==> config.mk <==
export PLATFORM = sky130hd
export DESIGN_NAME = dmem_arbiter
export DESIGN_NICKNAME = d
export VERILOG_FILES = /design/src/rtl/dmem_arbiter.sv
export SDC_FILE = /design/constraint.sdc
export NUM_CORES = 1
export LEC_CHECK = 0
export BUFFER_PORTS_ARGS = -buffer_cell sky130_fd_sc_hd__buf_2
export CAP_MARGIN = 5
export CORE_ASPECT_RATIO = 1.4
export CORE_UTILIZATION = 30
export CTS_CLUSTER_DIAMETER = 150
export CTS_CLUSTER_SIZE = 10
export DETAILED_ROUTE_END_ITERATION = 10
export GPL_ROUTABILITY_DRIVEN = 0
export GPL_TIMING_DRIVEN = 0
export PLACE_DENSITY = 0.68
export SYNTH_ARGS = -nofsm -noshare
export SYNTH_HDL_FRONTEND = slang
export SYNTH_SLANG_ARGS = --single-unit
export TNS_END_PERCENT = 100
==> constraint.sdc <==
create_clock -name clock -period 1.65 [get_ports clock]
set_clock_uncertainty 0.05 [all_clocks]
set_input_delay 0.33 -clock clock [delete_from_list [all_inputs] [get_ports clock]]
set_output_delay 0.33 -clock clock [all_outputs]
set_load 0.05 [all_outputs]
==> src/rtl/dmem_arbiter.sv <==
// Two-master arbiter for the shared data-memory/IO slave: registers the winning
// request, performs one slave access, and returns a single-cycle ack.
module dmem_arbiter #(
    parameter bit          FIXED_PRIO = 1'b0,
    parameter int unsigned AW         = 32,
    parameter int unsigned DW         = 32
) (
    input  logic          clock,
    input  logic          reset,

    input  logic          m0_req,
    input  logic          m0_we,
    input  logic [AW-1:0] m0_addr,
    input  logic [DW-1:0] m0_wdata,
    output logic          m0_gnt,
    output logic          m0_ack,
    output logic          m0_err,
    output logic [DW-1:0] m0_rdata,

    input  logic          m1_req,
    input  logic          m1_we,
    input  logic [AW-1:0] m1_addr,
    input  logic [DW-1:0] m1_wdata,
    output logic          m1_gnt,
    output logic          m1_ack,
    output logic          m1_err,
    output logic [DW-1:0] m1_rdata,

    output logic [AW-1:0] s_addr,
    output logic [DW-1:0] s_wdata,
    output logic          s_we,
    input  logic [DW-1:0] s_rdata,
    output logic          busy
);

    typedef enum logic [1:0] {
        IDLE,
        ACCESS,
        RESP,
        ERRS
    } state_t;

    state_t        state;
    state_t        state_nx;

    logic [AW-1:0] lat_addr;
    logic [DW-1:0] lat_wdata;
    logic          lat_we;
    logic          lat_win;
    logic          last_win;
    logic [DW-1:0] m0_rdata_q;
    logic [DW-1:0] m1_rdata_q;

    logic          win_nx;
    logic          grant;
    logic          ack;
    logic          rd_pass;
    logic [AW-1:0] sel_addr;
    logic [DW-1:0] sel_wdata;
    logic          sel_we;

    // Winner selection: a lone requester wins; ties go to master 0 or alternate.
    always_comb begin
        win_nx = 1'b0;
        if (m0_req && m1_req) begin
            win_nx = FIXED_PRIO ? 1'b0 : ~last_win;
        end else if (m1_req) begin
            win_nx = 1'b1;
        end
        sel_addr  = win_nx ? m1_addr  : m0_addr;
        sel_wdata = win_nx ? m1_wdata : m0_wdata;
        sel_we    = win_nx ? m1_we    : m0_we;
    end

    always_comb begin
        state_nx = state;
        grant    = 1'b0;
        ack      = 1'b0;
        s_we     = 1'b0;
        m0_err   = 1'b0;
        m1_err   = 1'b0;
        case (state)
            IDLE: begin
                if ((m0_req || m1_req) && !reset) begin
                    grant    = 1'b1;
                    state_nx = (sel_addr[1:0] != 2'b00) ? ERRS : ACCESS;
                end
            end
            ACCESS: begin
                s_we     = lat_we;
                state_nx = RESP;
            end
            RESP: begin
                ack      = !reset;
                state_nx = IDLE;
            end
            ERRS: begin
                ack      = !reset;
                m0_err   = !reset && !lat_win;
                m1_err   = !reset && lat_win;
                state_nx = IDLE;
            end
            default: state_nx = IDLE;
        endcase
    end

    assign m0_gnt  = grant && !win_nx;
    assign m1_gnt  = grant && win_nx;
    assign m0_ack  = ack && !lat_win;
    assign m1_ack  = ack && lat_win;
    assign s_addr  = lat_addr;
    assign s_wdata = lat_wdata;
    assign busy    = (state != IDLE);

    // Read data passes straight through during RESP so it is valid with ack,
    // and the captured copy holds it until the next read completes.
    assign rd_pass  = (state == RESP) && !lat_we && !reset;
    assign m0_rdata = (rd_pass && !lat_win) ? s_rdata : m0_rdata_q;
    assign m1_rdata = (rd_pass && lat_win)  ? s_rdata : m1_rdata_q;

    always_ff @(posedge clock) begin
        if (reset) begin
            state      <= IDLE;
            lat_addr   <= '0;
            lat_wdata  <= '0;
            lat_we     <= 1'b0;
            lat_win    <= 1'b0;
            last_win   <= 1'b1;
            m0_rdata_q <= '0;
            m1_rdata_q <= '0;
        end else begin
            state <= state_nx;
            if (grant) begin
                lat_addr  <= sel_addr;
                lat_wdata <= sel_wdata;
                lat_we    <= sel_we;
                lat_win   <= win_nx;
                last_win  <= win_nx;
            end
            if (rd_pass) begin
                if (lat_win) begin
                    m1_rdata_q <= s_rdata;
                end else begin
                    m0_rdata_q <= s_rdata;
                end
            end
        end
    end

endmodule

==> reports/metrics.cfg, run 1 <==
[drt]
ant_nets = 0
wl_met3_um = 1560
highest_layer = met4
vias = 7148
route.met2.wl_um = 12800
first_pass_iters = 4
wl_per_cell_um = 17.7
avgViaCountPerCell = 5.26
drtIter0Drc = 251
drc_errors = 0
detail_route.wirelength.met1_um = 9110
detail_route.wirelength_um = 24100

[floorplanning]
ios = 302
die-area_um2 = 21100
rows = 61
fp.dieW_um = 123
initial_core_util_pct = 30.8
core_um2 = 20000
die_height_um = 171

[setup_path]
crit_chain = or4b_4 -> buf_8 -> buf_6 -> o21ai_4 -> nand2_4 -> buf_4
cp_data_arrival_time_ns = 2.09
max_stage_delay_ns = 0.54
cp_max_fo = 10
slowest_stage = or4b_4
r2r_setup_slack_ns = -0.14
required_ns = 1.27
worst_setup_path_end_kind = output pin
rr_worst_depth = 6
r2r_start = lat_we$_SDFFE_PP0N_
start_kind = register
critPathKind = register to output pin
timing.rr.end = m1_rdata_q[26]$_SDFFE_PP0P_

[yosys]
syn_area_per_cell_um2 = 8.09
synth.top_cell.area_share_pct = 43.3
ys_warn_count = 0
synth_commonest_cells = 191 x nand2_1, 133 x dfxtp_1, 65 x nand3_1
netlist_area_um2 = 6150
yosys-top-cells-area = dfxtp_1 43%, nand2_1 12%, a311oi_1 9.0%
yosysTopAreaCell = dfxtp_1
synth_ff_type = dfxtp_1
yosysMostFrequentCell = nand2_1
netlist_instances = 760
yosysSeqAreaShare_pct = 43.3
synth_seq_cells = 133
async_reset_ff_share_pct = 0
synth-edff-count = 0
synth_cell_type_count = 32
synth_nets = 926

[timing]
slew_headroom_pct = 51.4
period_minus_slack_ns = 2.47
setup_viol = 132
setup_tns_ns = -54.26
fin_hold_ws_ns = 0.113
rsz0062_at_grt = yes
hold_violations = 0
fmax_ghz = 0.405
fin_crit_sh_pct = 150
worst_slack_ns = -0.821
tightestPinTransition_ns = 0.729
drv_slew = 0

[cts]
cts-buffers-inserted = 17
clockBufferDepth = 2
cts.clk_slew.worst_paths_ns = 0.07
clock_tree.root_cell = clkbuf_16
clock-sinks = 133
clk-insertion-delay-late_ns = 0.42
cts_tree = done
htreeDepth = 4

[grt]
grt_overflow = 0
grt_antenna_before_repair = 0
grt_first_pass_wirelength_um = 35700
grt_max_degree = 17
grt.total_usage_pct = 22.2
grt_pass1_vias = 6892

[finish]
drive_above_1_share_pct = 50.3
fillerInstances = 1952
area_growth_pct = 63.8
diodes = 0
fin_nets = 1261
final_util_pct = 50.4

[worst_hold_path]
hold_end = s_addr[12]$_SDFFE_PP0N_
hold_path.class = input pin to register
worstHoldStart = m0_addr[12]
min_path_cells = 3

[place]
io_buffer_count = 300
place_hpwl_um = 17900

[run]
maxCapViolations = 0

[outcome]
violations = negative setup slack
status = complete, but fails checks

[power]
leakage_uw = 0.00443
finalPower_uw = 10500
peakVddDrop_mv = 0.622
power.density_nw_per_um2 = 1040

metal layers:
metal | vias up | global-route usage (%)
met5 | - | 0
met4 | 0 | 8.49
met3 | 40 | 6.27
met2 | 286 | 40.9
met1 | 3383 | 23.6
li1 | 3439 | -
power by group:
part | internal [uW] | switching (uW) | leakage (uW)
Sequential | 3440 | 133 | 0.00109
Combinational | 929 | 2000 | 0.00306
Clock | 2410 | 1570 | 0.000289
Total | 6770 | 3710 | 0.00443
kinds of logic (layout without fill, tap and decap cells):
| group | after synthesis | in the layout | synth area share, % |
|---|---|---|---|
| AOI/OAI and AO/OA | 260 | 260 | 30.3 |
| and+or+nand+nor | 275 | 275 | 18.8 |
| muxes | 4 | 4 | 0.651 |
| DFF | 133 | 133 | 43.3 |
| buffers and inverters | 88 | 436 | 6.96 |
worst max-delay path by stage:
stage / to / cells past startpoint / start
2_1_floorplan: m1_rdata[10] / 6 / reset
3_3_place_gp: m0_rdata[31] / 6 / state[1]$_SDFFE_PP0P_
3_5_place_dp: m0_rdata[31] / 6 / state[1]$_SDFFE_PP0P_
4_1_cts: m0_rdata[19] / 6 / state[1]$_SDFFE_PP0P_
5_1_grt: m0_rdata[15] / 6 / state[1]$_SDFFE_PP0P_
6_report: m1_rdata[22] / 6 / lat_we$_SDFFE_PP0N_
stage by stage:
step / worst slack, ns / instance area (um^2) / cells
final: -0.821 / 10100 / 1360
after CTS: -0.832 / 9680 / 1352
after detailed placement: -0.708 / 8470 / 1312
after floorplan: -0.254 / 6660 / 760
after global placement: -0.708 / 8470 / 1312
after global routing: -0.883 / 10100 / 1360
worst max-delay path, delay by kind of cell, from the launching register on:
kind	cells	cell delay (ns)
AOI/OAI and AO/OA	1	0.17
buffers and inverters	3	0.54
DFF	1	0.35
and+or+nand+nor	2	0.60
area by class of cell:
type / count / area, um^2 / share of cell area, %
Multi-Input combinational cell: 539 / 3940 / 39.1
Sequential cell: 133 / 2680 / 26.5
Timing Repair Buffer: 316 / 1910 / 18.9
Buffer: 85 / 616 / 6.11
Clock buffer: 19 / 433 / 4.30
Tap cell: 252 / 315 / 3.13
Clock inverter: 13 / 171 / 1.70
Inverter: 3 / 16.3 / 0.161
registers in the layout, summed over array words and instances, names as in the netlist:
register    flops
s_addr         32
m0_rdata_q     32
lat_we          1
lat_win         1
last_win        1
s_wdata        32
m1_rdata_q     32
state           2
placed cells by master, fill, tap and decap left out, drive strengths merged:
| cell | instances |
|---|---|
| mux2i | 4 |
| buf | 355 |
| and3 | 2 |
| o32ai | 1 |
| nand2 | 191 |
| dfxtp | 133 |
| clkinv | 3 |
| nand3 | 65 |
| nor4b | 1 |
| nor2 | 3 |
| o21ba | 1 |
| a21bo | 1 |
| nand2b | 2 |
| a31oi | 64 |
| or4b | 1 |
| bufinv | 3 |
| a21oi | 64 |
| and2 | 2 |
| nor3 | 2 |
| clkbuf | 64 |
| clkdlybuf4s15 | 1 |
| nor2b | 1 |
| a211o | 1 |
| nor3b | 1 |
| clkinvlp | 2 |
| a21boi | 1 |
| a311oi | 63 |
| inv | 8 |
| nor4 | 1 |
| or2 | 3 |
| o21ai | 64 |
timing repair:
action,4_1_cts,5_1_grt
buffers inserted,8,7
endpoints found under the hold margin,0,0
cloned,0,2
gates resized for setup,164,81
hold buffers,0,0
pin swaps,1,6
setup endpoints to repair,195,174
Power figures use the tool's default switching activity.
==> run 2: changes to the inputs <==
--- a/config.mk
+++ b/config.mk
@@ -5,6 +5,7 @@
 export SDC_FILE = /design/constraint.sdc
 export NUM_CORES = 1
 export LEC_CHECK = 0
+export ABC_AREA = 1
 export BUFFER_PORTS_ARGS = -buffer_cell sky130_fd_sc_hd__buf_2
 export CAP_MARGIN = 5
 export CORE_ASPECT_RATIO = 1.4
@@ -15,6 +16,7 @@
 export GPL_ROUTABILITY_DRIVEN = 0
 export GPL_TIMING_DRIVEN = 0
 export PLACE_DENSITY = 0.68
+export SKIP_CTS_REPAIR_TIMING = 1
 export SYNTH_ARGS = -nofsm -noshare
 export SYNTH_HDL_FRONTEND = slang
 export SYNTH_SLANG_ARGS = --single-unit
==> run 2 against run 1 <==
  * The run still ends with negative setup slack left
  * Worst setup slack better by 0.22 ns
  * Critical endpoint is now m1_rdata[17]
  * Flip-flop and latch count unchanged
  * Global-route usage is 3.4 points lower
  * Routed wire length is 8.8% lower
  * Die area is 1.7% higher
  * Via count fell by 3.2%
==> reports/metrics.cfg, run 2 <==
[yosys]
netlist_area_um2 = 6260  ; +1.7%
synth.top_cell.area_share_pct = 42.5  ; -0.74 points
synth_ff_type = dfxtp_1
ys_warn_count = 0  ; unchanged
synth_top_family_by_area = simple AND/OR/NAND/NOR gates
async_reset_ff_share_pct = 0  ; unchanged
yosys.area_share.adder_pct = 0  ; unchanged
netlist_instances = 932  ; +23%
yosys.area_share.simple_pct = 31.4  ; +13 points
yosys-top-cells-area = dfxtp_1 43%, nand2_1 22%, inv_1 7.0%
yosysSeqAreaShare_pct = 42.5  ; -0.74 points
muxShareOfSynthArea_pct = 0  ; -0.65 points
yosysTopAreaCell = dfxtp_1
synth_commonest_cells = 362 x nand2_1, 133 x dfxtp_1, 117 x inv_1
yosysMostFrequentCell = nand2_1
synth-compound-area-share_pct = 12.5  ; -18 points
synth_xor_area_share_pct = 0  ; unchanged
synth_cell_type_count = 22  ; -31%
synth-edff-count = 0  ; unchanged
synth_seq_cells = 133  ; unchanged
synth_nets = 1098  ; +19%
syn_area_per_cell_um2 = 6.72  ; -17%

[outcome]
violations = negative setup slack
status = complete, but fails checks

[timing]
hold_violations = 0  ; unchanged
slew_headroom_pct = 49.6  ; -1.9 points
worst_slack_ns = -0.606  ; +0.216 ns
rsz0062_at_grt = yes
setup_tns_ns = -36.02  ; +18.23 ns
period_minus_slack_ns = 2.26  ; -0.216 ns
fmax_ghz = 0.443  ; +9.6%
setup_viol = 70  ; -47%
fin_hold_ws_ns = 0.127  ; +0.0142 ns
tightestPinTransition_ns = 0.757  ; +0.0279 ns
fin_crit_sh_pct = 137  ; -13 points
drv_slew = 0  ; unchanged

[setup_path]
critPathKind = register to output pin
crit_chain = inv_4 -> nor3_4 -> buf_12 -> nand2_8 -> clkbuf_16 -> o21ai_4 -> inv_4 -> buf_8
cp_max_fo = 5  ; -5
start_kind = register
required_ns = 1.27  ; about the same
rr_worst_depth = 8  ; +2
crit_start = lat_win$_SDFFE_PP0N_
slowest_stage = dfxtp_4
worst-path-buf-inv = 5  ; +2
max_stage_delay_ns = 0.38  ; -0.16 ns
crit_family = buffers and inverters
crit_top_cell = inv_4
cp_data_arrival_time_ns = 1.88  ; -0.21 ns
r2r_start = lat_win$_SDFFE_PP0N_
path_depth = 8  ; +2
worst_setup_path_end_kind = output pin

[finish]
layout_common_cells = 331 x nand2_1, 246 x buf_2, 129 x dfxtp_1, 69 x inv_1, 64 x a21oi_1
fillerInstances = 1956  ; +0.20%
drive_above_1_share_pct = 49.4  ; -0.85 points
fin_nets = 1449  ; +15%
final_common_cell = nand2_1
diodes = 0  ; unchanged
area_growth_pct = 71.6

[floorplanning]
rows = 62  ; +1.6%
fp.dieW_um = 124  ; +0.85%
die-area_um2 = 21500  ; +1.7%
die_height_um = 173  ; +0.85%
initial_core_util_pct = 30.6  ; -0.21 points
core_um2 = 20500  ; +2.4%
ios = 302  ; unchanged

[drt]
drtIter0Drc = 205  ; -18%
detail_route.wirelength_um = 22000  ; -8.8%
avgViaCountPerCell = 4.46  ; -15%
wl_per_cell_um = 14.2  ; -20%
first_pass_iters = 4  ; unchanged
drc_errors = 0  ; unchanged
ant_nets = 0  ; unchanged
vias = 6922  ; -3.2%

[cts]
cts.clk_slew.worst_paths_ns = 0.06  ; about the same
htreeDepth = 4  ; unchanged
clock-sinks = 133  ; unchanged
cts-buffers-inserted = 17  ; unchanged
cts_tree = done
clock_tree.root_cell = clkbuf_16
clk-insertion-delay-late_ns = 0.41  ; about the same
clockBufferDepth = 2  ; unchanged

[grt]
grt_antenna_before_repair = 0  ; unchanged
grt_first_pass_wirelength_um = 31300  ; -12%
grt_pass1_vias = 6520  ; -5.4%
grt_overflow = 0  ; unchanged
grt.total_usage_pct = 18.9  ; -3.4 points
grt_max_degree = 17  ; unchanged

[place]
place_hpwl_um = 15800  ; -12%
io_buffer_count = 300  ; unchanged

[worst_hold_path]
hold_path.class = input pin to register
min_path_cells = 3  ; unchanged
worstHoldStart = reset

[power]
leakage_uw = 0.00543  ; +23%
peakVddDrop_mv = 0.670  ; +7.7%
power.density_nw_per_um2 = 937  ; -9.9%

[run]
maxCapViolations = 0  ; unchanged

-- run 2: per-stage QoR --
| step | power (uW) | setup slack [ns] | cell area (um^2) | utilization [%] | instances |
|---|---|---|---|---|---|
| CTS | 9710 | -0.863 | 9310 | 45.5 | 1519 |
| floorplan | 5300 | -0.394 | 6930 | - | 932 |
| detailed placement | 6010 | -0.500 | 8750 | 42.7 | 1488 |
| global placement | 5990 | -0.474 | 8750 | 42.7 | 1488 |
| global route | 10500 | -0.673 | 10700 | 52.4 | 1551 |
| finish | 10100 | -0.606 | 10700 | 52.4 | 1551 |
-- run 2: area by class of cell --
type	count	area, um^2	share of cell area [%]
buffer	55	493	4.59
inverter	140	657	6.12
tap	256	320	2.98
clock inverter	13	134	1.25
timing repair buffer	330	2430	22.6
sequential	133	2680	24.9
clock buffer	18	429	4.00
multi-input combinational	606	3610	33.6
-- run 2: path summary, 6_finish.rpt --
kind	end	slack (ns)
min	last_win$_SDFFE_PP1N_	0.13
min reg2reg	s_wdata[21]$_SDFFE_PP0N_	0.41
max	m1_rdata[17]	-0.61
max reg2reg	m1_rdata_q[21]$_SDFFE_PP0P_	0.02
-- run 2: routing by layer --
layer  share of wire, %  global-route usage, %
met3                5.7                   4.68
met1                 36                   19.1
met5                  0                      0
met4                2.5                   5.85
met2                 55                   36.3
-- run 2: worst min-delay path, stage by stage --
cell	delay (ns)
buf_12	0.10
inv_2	0.06
nand3_1	0.07
-- run 2: logic make-up after synthesis --
| family | after synthesis |
|---|---|
| flops | 133 |
| buf+inv | 195 |
| compound gates | 132 |
| simple gates | 472 |
-- run 2: where the power goes --
part | leakage, uW | total (uW) | switching [uW] | internal [uW]
sequential | 0.00108 | 3480 | 85.5 | 3390
clock | 0.000280 | 3670 | 1460 | 2210
combinational | 0.00407 | 2910 | 1900 | 1010
total | 0.00543 | 10100 | 3440 | 6610
==> run 3: changes to the inputs <==
==> constraint.sdc (replaced) <==
create_clock -name clock -period 1.65 [get_ports clock]
set_clock_uncertainty 0.05 [all_clocks]
set_input_delay 0.2475 -clock clock [delete_from_list [all_inputs] [get_ports clock]]
set_output_delay 0.2475 -clock clock [all_outputs]
set_load 0.05 [all_outputs]
==> run 3 against run 2 <==
  * The run still ends with negative setup slack left
  * Core utilization decreased by 4.5 points
  * Hold slack lost 0.043 ns
  * Sequential share of layout area is 2.3 points higher
  * Clock power rose by 13%
  * Final cell count is 1.2% lower
  * Largest cell class unchanged
  * Non-clock buffer count decreased by 16
  * Critical path type unchanged
  * Combinational power decreased by 10%
  * Die area stayed put
==> reports/metrics.cfg, run 3 (synthesis results as in run 2) <==
[run]
maxCapViolations = 0  ; unchanged

[timing]
rsz0062_at_grt = yes
setup_tns_ns = -31.00  ; +5.03 ns
drv_slew = 0  ; unchanged
hold_violations = 0  ; unchanged
tightestPinTransition_ns = 0.735  ; -0.0216 ns
slew_headroom_pct = 51.0  ; +1.4 points
fmax_ghz = 0.458  ; +3.4%
worst_slack_ns = -0.531  ; +0.0744 ns
fin_crit_sh_pct = 132  ; -4.5 points
period_minus_slack_ns = 2.18  ; -0.0744 ns
setup_viol = 70  ; unchanged

[worst_hold_path]
hold_path.class = input pin to register
worstHoldStart = s_rdata[26]

[cts]
cts_tree = done
clock-sinks = 133  ; unchanged
clock_tree.root_cell = clkbuf_16
clk-insertion-delay-late_ns = 0.41  ; about the same
clockBufferDepth = 2  ; unchanged
cts-buffers-inserted = 17  ; unchanged
cts.clk_slew.worst_paths_ns = 0.06  ; about the same
htreeDepth = 4  ; unchanged

[finish]
fillerInstances = 2108  ; +7.8%
layout_common_cells = 352 x nand2_1, 245 x buf_2, 131 x dfxtp_1, 70 x inv_1, 64 x a21oi_1
final_common_cell = nand2_1
area_growth_pct = 56.8
fin_cells = 1533  ; -1.2%
ff_latch_area_um2 = 2670  ; -0.19%
fin_nets = 1432  ; -1.2%
diodes = 0  ; unchanged
drive_above_1_share_pct = 46.9  ; -2.5 points
multi_input_area_um2 = 3250  ; -10%
final_area_um2 = 9810  ; -8.6%

[place]
place_hpwl_um = 15700  ; -0.51%
pre_cts_slack_ns = -0.384  ; +0.116 ns
io_buffer_count = 300  ; unchanged
post_dp_cell_area_um2 = 8480  ; -3.1%
dp_cells = 1488  ; unchanged

[grt]
grt_first_pass_wirelength_um = 30900  ; -1.6%
grt_pass1_vias = 6393  ; -1.9%
grt_antenna_before_repair = 0  ; unchanged
grt_overflow = 0  ; unchanged
grt.total_usage_pct = 18.7  ; -0.17 points
grt_max_degree = 17  ; unchanged

[setup_path]
start_kind = register
crit_top_cell = inv_4
worst_setup_path_end_kind = output pin
cp_data_arrival_time_ns = 1.88  ; about the same
cp_max_fo = 10  ; +5
crit_start = lat_win$_SDFFE_PP0N_
r2r_start = state[1]$_SDFFE_PP0P_
crit_chain = inv_4 -> nor3_4 -> nand2_4 -> buf_6 -> o21ai_2 -> inv_4 -> buf_2
required_ns = 1.35  ; +0.08 ns
critPathKind = register to output pin
max_stage_delay_ns = 0.39  ; about the same
slowest_stage = dfxtp_4

[floorplanning]
die-area_um2 = 21500  ; unchanged
initial_core_util_pct = 30.6  ; unchanged
ios = 302  ; unchanged
rows = 62  ; unchanged
die_height_um = 173  ; unchanged
core_um2 = 20500  ; unchanged
fp.dieW_um = 124  ; unchanged

[outcome]
violations = negative setup slack
status = complete, but fails checks

[power]
leakage_uw = 0.00516  ; -5.1%
power.density_nw_per_um2 = 1040  ; +11%
peakVddDrop_mv = 0.627  ; -6.3%
finalPower_uw = 10200  ; +1.8%

[drt]
detail_route.wirelength_um = 20600  ; -6.4%
avgViaCountPerCell = 4.39  ; -1.6%
drtIter0Drc = 220  ; +7.3%
ant_nets = 0  ; unchanged
first_pass_iters = 5  ; +1
wl_per_cell_um = 13.4  ; -5.3%
vias = 6734  ; -2.7%
drc_errors = 0  ; unchanged

run 3: layout make-up:
type                       count  share of cell area, %
tap                          256                   3.26
buffer                        55                   4.37
timing repair buffer         314                   19.1
inverter                     140                   6.44
clock inverter                12                   2.08
clock buffer                  18                   4.48
multi-input combinational    605                   33.1
sequential                   133                   27.2
run 3: power by group:
group | switching, uW | internal (uW) | leakage, uW
clock | 1440 | 2710 | 0.000304
combinational | 1780 | 836 | 0.00377
sequential | 80.7 | 3390 | 0.00108
run 3: layer usage:
layer	vias to the layer above	global-route usage, %	part of all wire (%)
li1	3457	-	-
met1	3036	19.6	38
met2	221	35.0	54
met3	20	5.47	6.9
met4	0	5.01	1.3
met5	-	0	0
run 3: final timing paths:
kind,endpoint,slack [ns],cells past startpoint
setup / recovery,m1_rdata[28],-0.53,7
hold / removal,m0_rdata_q[26]$_SDFFE_PP0P_,0.08,3
setup reg to reg,m0_rdata_q[0]$_SDFFE_PP0P_,0.09,7
hold reg to reg,s_wdata[12]$_SDFFE_PP0N_,0.41,2
run 3: worst max-delay path: cells and delay by family, from the launching register on:
family,cells,cell delay [ns]
buf+inv,4,0.50
compound gates,1,0.21
simple gates,2,0.38
flops,1,0.39
run 3: through the flow:
step	utilization [%]	hold WS, ns
floorplan	-	0.339
global placement	41.4	0.398
detailed placement	41.4	0.402
CTS	44.5	0.0535
global route	47.9	0.0704
finish	47.9	0.0837
